===== src/rtl/ariane_pkg.sv =====
// Shared frontend types: the fetch entry handed to the ID stage and the
// default aging threshold of the ID fetch arbiter.
package ariane_pkg;

    localparam int unsigned FetchArbMaxWait = 3;

    typedef struct packed {
        logic [31:0] address;
        logic [31:0] instruction;
        logic        ex_valid;
    } fetch_entry_t;

endpackage


===== src/rtl/age_prio_arbiter.sv =====
// Fixed-priority arbiter (index 0 highest) with per-requester wait counters;
// a requester that has lost MaxWait arbitrations in a row becomes urgent.
module age_prio_arbiter #(
    parameter int unsigned NrSrc   = 2,
    parameter int unsigned MaxWait = 3,
    parameter int unsigned SrcIdxW = (NrSrc > 1) ? $clog2(NrSrc) : 1,
    parameter int unsigned AgeW    = $clog2(MaxWait + 1)
) (
    input  logic               clk_i,
    input  logic               rst_ni,
    input  logic [NrSrc-1:0]   req_i,
    input  logic               advance_i,
    input  logic               flush_i,
    output logic [NrSrc-1:0]   gnt_o,
    output logic [SrcIdxW-1:0] gnt_idx_o,
    output logic               gnt_valid_o
);

    localparam logic [AgeW-1:0] MaxAge = AgeW'(MaxWait);

    logic [NrSrc-1:0][AgeW-1:0] age_q, age_d;
    logic [NrSrc-1:0]           urgent_s;
    logic [NrSrc-1:0]           cand_s;

    // Urgent requesters pre-empt the plain fixed-priority order.
    always_comb begin
        urgent_s    = {NrSrc{1'b0}};
        gnt_idx_o   = {SrcIdxW{1'b0}};
        for (int i = 0; i < NrSrc; i++) begin
            urgent_s[i] = req_i[i] && (age_q[i] == MaxAge);
        end
        cand_s      = (|urgent_s) ? urgent_s : req_i;
        for (int i = NrSrc - 1; i >= 0; i--) begin
            gnt_idx_o = cand_s[i] ? SrcIdxW'(i) : gnt_idx_o;
        end
        gnt_valid_o = |cand_s;
        gnt_o       = gnt_valid_o ? (NrSrc'(1) << gnt_idx_o) : {NrSrc{1'b0}};
    end

    // Wait counter next state; a dropped request forgets its accumulated age.
    always_comb begin
        age_d = age_q;
        for (int i = 0; i < NrSrc; i++) begin
            if (flush_i) begin
                age_d[i] = {AgeW{1'b0}};
            end else if (advance_i && gnt_valid_o) begin
                if (gnt_o[i]) begin
                    age_d[i] = {AgeW{1'b0}};
                end else if (req_i[i]) begin
                    age_d[i] = (age_q[i] == MaxAge) ? MaxAge : age_q[i] + AgeW'(1);
                end else begin
                    age_d[i] = {AgeW{1'b0}};
                end
            end else begin
                age_d[i] = req_i[i] ? age_q[i] : {AgeW{1'b0}};
            end
        end
    end

    // Wait counter register.
    always_ff @(posedge clk_i) begin
        if (!rst_ni) begin
            age_q <= '0;
        end else begin
            age_q <= age_d;
        end
    end

endmodule


===== src/rtl/id_fetch_arbiter_sva.sv =====
// Protocol checks for the ID fetch arbiter outputs.
module id_fetch_arbiter_sva
    import ariane_pkg::*;
#(
    parameter int unsigned NrSrc   = 2,
    parameter int unsigned SrcIdxW = 1
) (
    input  logic               clk_i,
    input  logic               rst_ni,
    input  logic               flush_i,
    input  logic [NrSrc-1:0]   src_valid_i,
    input  logic [NrSrc-1:0]   src_ready_o,
    input  fetch_entry_t       fetch_entry_o,
    input  logic               fetch_entry_valid_o,
    input  logic               fetch_entry_ready_i,
    input  logic [SrcIdxW-1:0] src_id_o
);

    logic               hold_s;
    logic               prev_hold_q;
    fetch_entry_t       prev_entry_q;
    logic [SrcIdxW-1:0] prev_id_q;

    assign hold_s = rst_ni && !flush_i && fetch_entry_valid_o && !fetch_entry_ready_i;

    // Remember a stalled output so the following cycle can be compared with it.
    always_ff @(posedge clk_i) begin
        if (!rst_ni) begin
            prev_hold_q  <= 1'b0;
            prev_entry_q <= '0;
            prev_id_q    <= {SrcIdxW{1'b0}};
        end else begin
            prev_hold_q  <= hold_s;
            prev_entry_q <= fetch_entry_o;
            prev_id_q    <= src_id_o;
        end
    end

    // Accept vector sanity and output stability under backpressure.
    always_comb begin
        a_ready_onehot0 : assert ($onehot0(src_ready_o));
        a_ready_valid   : assert ((src_ready_o & ~src_valid_i) == {NrSrc{1'b0}});
        a_out_stable    : assert (!prev_hold_q || (fetch_entry_valid_o
                                  && (fetch_entry_o == prev_entry_q)
                                  && (src_id_o == prev_id_q)));
    end

endmodule


===== src/rtl/id_fetch_arbiter.sv =====
// Shares the ID stage fetch port between NrSrc instruction sources through an
// aging fixed-priority arbiter and a single output holding register.
module id_fetch_arbiter
    import ariane_pkg::*;
#(
    parameter int unsigned NrSrc   = 2,
    parameter int unsigned MaxWait = FetchArbMaxWait,
    parameter int unsigned SrcIdxW = (NrSrc > 1) ? $clog2(NrSrc) : 1,
    parameter int unsigned AgeW    = $clog2(MaxWait + 1)
) (
    input  logic                     clk_i,
    input  logic                     rst_ni,
    input  logic                     flush_i,
    input  fetch_entry_t [NrSrc-1:0] src_entry_i,
    input  logic [NrSrc-1:0]         src_valid_i,
    output logic [NrSrc-1:0]         src_ready_o,
    output fetch_entry_t             fetch_entry_o,
    output logic                     fetch_entry_valid_o,
    input  logic                     fetch_entry_ready_i,
    output logic [SrcIdxW-1:0]       src_id_o
);

    logic               load_s;
    logic [NrSrc-1:0]   gnt_s;
    logic [SrcIdxW-1:0] gnt_idx_s;
    logic               gnt_valid_s;

    fetch_entry_t       fetch_entry_q, fetch_entry_d;
    logic               valid_q, valid_d;
    logic [SrcIdxW-1:0] src_id_q, src_id_d;

    // Gating with rst_ni keeps sources from handing off an entry that reset drops.
    assign load_s      = rst_ni && (!valid_q || fetch_entry_ready_i) && !flush_i;
    assign src_ready_o = gnt_s & {NrSrc{load_s}};

    age_prio_arbiter #(
        .NrSrc   (NrSrc),
        .MaxWait (MaxWait),
        .SrcIdxW (SrcIdxW),
        .AgeW    (AgeW)
    ) u_arb (
        .clk_i       (clk_i),
        .rst_ni      (rst_ni),
        .req_i       (src_valid_i),
        .advance_i   (load_s),
        .flush_i     (flush_i),
        .gnt_o       (gnt_s),
        .gnt_idx_o   (gnt_idx_s),
        .gnt_valid_o (gnt_valid_s)
    );

    // Output register next state.
    always_comb begin
        fetch_entry_d = fetch_entry_q;
        valid_d       = valid_q;
        src_id_d      = src_id_q;
        if (flush_i) begin
            valid_d = 1'b0;
        end else if (load_s) begin
            valid_d = gnt_valid_s;
            if (gnt_valid_s) begin
                fetch_entry_d = src_entry_i[gnt_idx_s];
                src_id_d      = gnt_idx_s;
            end else begin
                src_id_d      = src_id_q;
            end
        end else begin
            valid_d = valid_q;
        end
    end

    // Output holding register.
    always_ff @(posedge clk_i) begin
        if (!rst_ni) begin
            fetch_entry_q <= '0;
            valid_q       <= 1'b0;
            src_id_q      <= {SrcIdxW{1'b0}};
        end else begin
            fetch_entry_q <= fetch_entry_d;
            valid_q       <= valid_d;
            src_id_q      <= src_id_d;
        end
    end

    assign fetch_entry_o       = fetch_entry_q;
    assign fetch_entry_valid_o = valid_q;
    assign src_id_o            = src_id_q;

    id_fetch_arbiter_sva #(
        .NrSrc   (NrSrc),
        .SrcIdxW (SrcIdxW)
    ) u_sva (
        .clk_i               (clk_i),
        .rst_ni              (rst_ni),
        .flush_i             (flush_i),
        .src_valid_i         (src_valid_i),
        .src_ready_o         (src_ready_o),
        .fetch_entry_o       (fetch_entry_o),
        .fetch_entry_valid_o (fetch_entry_valid_o),
        .fetch_entry_ready_i (fetch_entry_ready_i),
        .src_id_o            (src_id_o)
    );

endmodule


===== config.mk =====
export PLATFORM = sky130hd
export DESIGN_NAME = id_fetch_arbiter
export DESIGN_NICKNAME = d
export VERILOG_FILES = /design/src/rtl/ariane_pkg.sv /design/src/rtl/age_prio_arbiter.sv /design/src/rtl/id_fetch_arbiter_sva.sv /design/src/rtl/id_fetch_arbiter.sv
export SDC_FILE = /design/constraint.sdc
export NUM_CORES = 1
export LEC_CHECK = 0
export CELL_PAD_IN_SITES_DETAIL_PLACEMENT = 0
export CELL_PAD_IN_SITES_GLOBAL_PLACEMENT = 2
export CORE_MARGIN = 2
export CORE_UTILIZATION = 20
export CTS_CLUSTER_DIAMETER = 120
export DETAILED_ROUTE_END_ITERATION = 10
export PLACE_DENSITY = 0.83
export SYNTH_ARGS = -nofsm -noshare
export SYNTH_HDL_FRONTEND = slang
export SYNTH_SLANG_ARGS = --single-unit

===== constraint.sdc =====
create_clock -name clk_i -period 3.5 [get_ports clk_i]
set_clock_uncertainty 0.2 [all_clocks]
set_input_delay 0.7 -clock clk_i [delete_from_list [all_inputs] [get_ports clk_i]]
set_output_delay 0.7 -clock clk_i [all_outputs]
set_load 0.1 [all_outputs]

==> metrics.txt <==
crit share post-route=83.11%; antenna cells=0; syn_nets=551; setup repair after global routing missed its margin=no; arrival time at the worst endpoint=2010 ps; WL per Instance=15.78 um; area grow syn2layout=70.03%; Die Footprint=17290 um^2; final hold violations=0; root buffer cell=clkbuf_16; max-slew violation count=0; Core Footprint=15890 um^2; Yosys reg bits=71; CTS resizes=0; final setup fails=0; status=finished, final reports clean; first drt pass iteration count=4; Worst Path Max Fanout=4; Vias/cell=4.810; Seq/Total Area, Yosys=43.71%; vias in the first global route=3837; largest net degree at the start of global routing=81; most frequent cells in the layout=clkdlybuf4s50_1, o21ai_0, buf_4; crit path cell chain=clkdlybuf4s50_1 > nand3b_1 > a211oi_2 > buf_12; initial core utilization=20.47%; Skew-Pair Late Insertion Delay=330 ps; die width=131.5 um; clk sinks=71; DP Area=5264 um^2; io pins=205; H-tree depth=3; Worst slew margin=55.62%; Routed Wire Length=12770 um; clock slew seen by the registers of the worst setup and hold paths=60 ps; drt drc=0; commonest non-fill, non-tap cell in the layout=clkdlybuf4s50_1; Detail Route Antenna Nets=0; worst-margin pin slew=665.7 ps; Post-CTS Hold Fix Bufs=0; CP delay by family, top=buffers and inverters; maximum clock rate=343.8 MHz; hold crit path type=flop to flop; Max VDD drop=203.4 uV; DPL Wire Length=8455 um; min cycle time layout=2909 ps; YS warnings=0; max incr delay on CP=540 ps; initial antenna violation count=0; pre-CTS WS=611.3 ps; TritonCTS clock tree=built; first-pass GRT wire length=20200 um; crit end category=output port; total power=0.002532 W; total CTS buffers=9; Final WS setup=591.2 ps; Final nets=726; synthesized area=3252 um^2; max-cap viol count=0; Max Root-Sink Buffers=2; Cells after Synth=415; gpl congestion=0.8711; CP max-delay cell=clkdlybuf4s50_1; CP Buf/Inv Count=2; P per Cell Area=458.0 nW/um^2; layout cells sized above 1=17.03%; Die H=131.5 um; Tot GR Track Use=14.39%; CP Class=input port to output port; std cell rows=46; cell area after layout=5529 um^2; Yosys cell types=27; Port Buffer Count=204; register area=1421 um^2; area of the multi-input gates=1589 um^2; Iteration-0 DRC Markers=164; Worst setup SP type=input port; Syn Area/Cell=7.836 um^2; Fill cells=1688; DR vias=3891; gr ovfl total=0; Leak=2.032 nW; Setup TNS=0 ps; Post-CTS Setup Inserts=0; CP required=2600 ps
## synth_stat cells
cell type | number | share of area (%)
a211oi_1 | 1 | 0.23
a211oi_2 | 1 | 0.38
a21oi_1 | 6 | 0.92
a31o_2 | 1 | 0.27
a31oi_1 | 65 | 13
a31oi_2 | 1 | 0.38
and3_1 | 1 | 0.19
buf_1 | 4 | 0.46
buf_2 | 21 | 3.2
buf_4 | 2 | 0.46
buf_6 | 3 | 1.0
clkbuf_1 | 20 | 2.3
dfxtp_1 | 71 | 44
inv_1 | 2 | 0.23
inv_2 | 1 | 0.12
nand2_1 | 5 | 0.58
nand2_2 | 1 | 0.19
nand2b_1 | 1 | 0.19
nand2b_2 | 1 | 0.27
nand3_1 | 65 | 10
nand3b_1 | 2 | 0.46
nor2_1 | 3 | 0.35
nor2b_1 | 2 | 0.38
nor3_1 | 2 | 0.31
nor3_4 | 1 | 0.50
o21ai_0 | 98 | 15
o21ai_1 | 34 | 5.2
## stage by stage
stage	instances	util (%)	hold slack, ps
floorplan	415	-	268.7
global placement	795	33.14	306.3
detailed placement	795	33.14	303.4
CTS	809	34.81	310.8
global route	809	34.81	343.6
finish	809	34.81	307.8
## final timing paths
check | startpoint | slack [ps] | cells after the start | end
hold reg to reg | u_arb.age_q[0] | 310 | 2 | u_arb.age_q[0]
setup reg to reg | u_arb.age_q[0] | 1570 | 5 | fetch_entry_o[46]
setup / recovery | src_valid_i[0] | 590 | 4 | src_ready_o[0]
hold / removal | u_arb.age_q[0] | 310 | 2 | u_arb.age_q[0]
## metal layers
layer  GRT usage, %  vias to the layer above  share of wire, %
li1               -                     1901                 -
met2          24.05                      162                46
met1          17.47                     1815                44
met3          4.167                       13               8.1
met5              0                        -                 0
met4          5.435                        0               1.5
## final cells by class
class                      count  share of cell area (%)
clock buffer                  13                   4.707
multi-input combinational    291                   28.74
sequential                    71                   25.71
inverter                       3                  0.2037
timing repair buffer         214                   35.66
tap                          216                   4.888
clock inverter                 1                 0.09052
## registers in the layout (all words and copies together), names as in the netlist
name	flops
fetch_entry_o	65
fetch_entry_valid_o	1
src_id_o	1
u_arb.age_q	4
## worst reg2reg max path: stages (launching register included)
cell	delay [ps]
dfxtp_1	370
nand2_2	120
a31oi_4	210
buf_4	570
o21ai_0	200
a31oi_1	190
## report_power, final
part	total [W]	switching, W	internal, W
clock network	0.000847	0.000337	0.000510
registers	0.000886	0.0000264	0.000860
logic	0.000799	0.000545	0.000255
## logic make-up (layout without fill, tap and decap cells)
| kind of cell | count (synthesis) | count (layout) | share of synthesized area [%] |
|---|---|---|---|
| AND/OR/NAND/NOR | 84 | 84 | 13.43 |
| flip-flops | 71 | 71 | 43.71 |
| AO/OA/AOI/OAI | 207 | 207 | 35.01 |
| buffers and inverters | 53 | 231 | 7.849 |
(Power assumes the default switching activity.)
==> patch: new RTL, same flow settings <==
`NrSrc` is set to 2 in 3 places; all go to 1.
--- a/src/rtl/age_prio_arbiter.sv
+++ b/src/rtl/age_prio_arbiter.sv
@@ -1,7 +1,7 @@
 // Fixed-priority arbiter (index 0 highest) with per-requester wait counters;
 // a requester that has lost MaxWait arbitrations in a row becomes urgent.
 module age_prio_arbiter #(
-    parameter int unsigned NrSrc   = 2,
+    parameter int unsigned NrSrc   = 1,
     parameter int unsigned MaxWait = 3,
     parameter int unsigned SrcIdxW = (NrSrc > 1) ? $clog2(NrSrc) : 1,
     parameter int unsigned AgeW    = $clog2(MaxWait + 1)
--- a/src/rtl/id_fetch_arbiter_sva.sv
+++ b/src/rtl/id_fetch_arbiter_sva.sv
@@ -2,7 +2,7 @@
 module id_fetch_arbiter_sva
     import ariane_pkg::*;
 #(
-    parameter int unsigned NrSrc   = 2,
+    parameter int unsigned NrSrc   = 1,
     parameter int unsigned SrcIdxW = 1
 ) (
     input  logic               clk_i,
--- a/src/rtl/id_fetch_arbiter.sv
+++ b/src/rtl/id_fetch_arbiter.sv
@@ -3,7 +3,7 @@
 module id_fetch_arbiter
     import ariane_pkg::*;
 #(
-    parameter int unsigned NrSrc   = 2,
+    parameter int unsigned NrSrc   = 1,
     parameter int unsigned MaxWait = FetchArbMaxWait,
     parameter int unsigned SrcIdxW = (NrSrc > 1) ? $clog2(NrSrc) : 1,
     parameter int unsigned AgeW    = $clog2(MaxWait + 1)
Interface: changed (resized src_entry_i, src_ready_o and src_valid_i); port bits go from 205 to 138. No check against the original RTL was run, so the function may have changed too.
==> patch against the original RTL <==
Critical path depth unchanged; sequential power decreased by 7.8%; setup slack gained 0.27 ns; die area decreased by 25%; synthesized cell count fell by 28%; count of clock-buffer cells in the layout decreased by 4; routed wire length is 39% lower; sequential cell count decreased by 5; synthesized area fell by 25%; power fell by 16%; final area fell by 29%; non-clock buffer count is 74 lower.
==> patch: results (changes against the original RTL) <==
Placed design
  • Placed Cells: 555 (-30%)
  • RePlAce Congestion: 0.6745 (-23%)
  • Placement Cell Area: 3680 um2 (-30%)
  • Final HPWL DP: 4.821 mm (-43%)
  • IO buf count: 136 (-33%)
  • Place WS: 0.8161 ns (+0.2049 ns)

Global route
  • Total track usage: 11.78% (-2.6 points)
  • First-pass GRT wire length: 12.31 mm (-39%)
  • Initial antenna violation count: 0 (unchanged)
  • Largest net degree at the start of global routing: 67 (-17%)
  • Vias in the first global route: 2444 (-36%)

Logic synthesis
  • Synthesized Nets: 368 (-33%)
  • Sequential fraction of the synthesis area: 54.46% (+11 points)
  • Synth Instances: 298 (-28%)
  • Commonest cells post-synth: dfxtp_1, nand2_1, nand3_1
  • Area contributors post-synth: dfxtp_1, nand3_1, nand2_1
  • Synth unique cells: 17 (-37%)

Outcome
  • Run status: completed

Clocking
  • CTS Buffer Depth: 2 (unchanged)
  • Clock Latency Late Sink: 0.32 ns
  • Setup bufs post-CTS: 0 (unchanged)

Final layout
  • Layout cell share with drive strength beyond 1: 20.90% (+3.9 points)
  • Post-Layout Cell Count: 568 (-30%)
  • Nets: 489 (-33%)

Setup path
  • Slowest stage delay, CP: 0.47 ns (-0.07 ns)
  • Slowest cell on crit path: clkdlybuf4s50_1
  • R2R setup slack: 1.83 ns (+0.26 ns)
  • Worst r2r dst: fetch_entry_o[36]
  • Reg2Reg Depth: 4 (-1)
  • Max Fanout on Critical Path: 2 (-2)
  • WP data arrival: 1.74 ns (-0.27 ns)
  • Crit Reg-Reg Startpoint: fetch_entry_valid_o

Drt
  • Drt total wl: 7.734 mm (-39%)
  • DR pass1 iterations: 4 (unchanged)
  • Vias post-DR: 2490 (-36%)
  • Drt initial violations: 140 (-15%)

Min path
  • Hold Startpoint: fetch_entry_o[9]
  • Min-Delay Endpoint: fetch_entry_o[9]
  • Class of the worst hold path: register to register
  • Hold Path Stages: 2 (unchanged)

Power
  • Peak VDD IR: 0.1893 mV (-6.9%)
  • Pleak: 0.001555 uW (-23%)

Timing
  • Slew @ Worst Pin: 0.7134 ns (+0.04775 ns)
  • Final hold slack: 0.2484 ns (-0.05933 ns)
==> patch: changes by cell type in the layout (fill, tap and decap cells not counted), sizes merged, moves of 3 or more <==
cell | before | now
o21ai | 132 | 65
a31oi | 66 | 0
clkdlybuf4s50 | 133 | 68
nand2 | 6 | 65
buf | 81 | 72
a21oi | 6 | 0
dfxtp | 71 | 66
clkbuf | 13 | 9
inv | 3 | 0
nor3 | 3 | 0
==> patch: cell families after synthesis <==
family	synth area share (%)
AND/OR/NAND/NOR	25.17
flip-flops	54.46
AO/OA/AOI/OAI	13.41
buffers and inverters	6.807
other	0.1546
==> patch: layer usage <==
metal,GRT usage [%],up-vias,routed length (um)
li1,-,1237,-
met4,4.634,0,97
met5,0,-,0
met3,4.076,10,703
met2,18.53,104,3429
met1,14.80,1139,3503
==> patch: critical path: cells and delay by family <==
kind                   cells  cell delay (ns)
and+or+nand+nor            2             0.40
buffers and inverters      2             0.63
==> patch: worst max path at each step <==
stage                        start           endpoint  slack (ns)  depth (start not counted)
6_report                   flush_i        src_ready_o        0.86                          4
5_1_grt                src_valid_i        src_ready_o        0.83                          4
4_1_cts                    flush_i        src_ready_o        0.86                          4
3_5_place_dp               flush_i  fetch_entry_o[39]        0.82                          5
3_3_place_gp           src_valid_i  fetch_entry_o[48]        0.86                          5
2_1_floorplan  fetch_entry_valid_o        src_ready_o        0.99                          4
==> patch: area by class of cell <==
cell class | count | area [um2]
fillers | 1262 | 7984
flip-flops and latches | 66 | 1321
repair buffers | 140 | 1231
multi-input cells | 202 | 943.4
clock buffers | 9 | 225.2
well taps | 147 | 183.9
clock inverters | 4 | 22.52
==> patch: power breakdown <==
part	leakage (uW)	internal [uW]	switching, uW	total, uW
logic	0.000891	142	389	531
clock network	0.000123	462	305	767
registers	0.000541	794	22.9	817
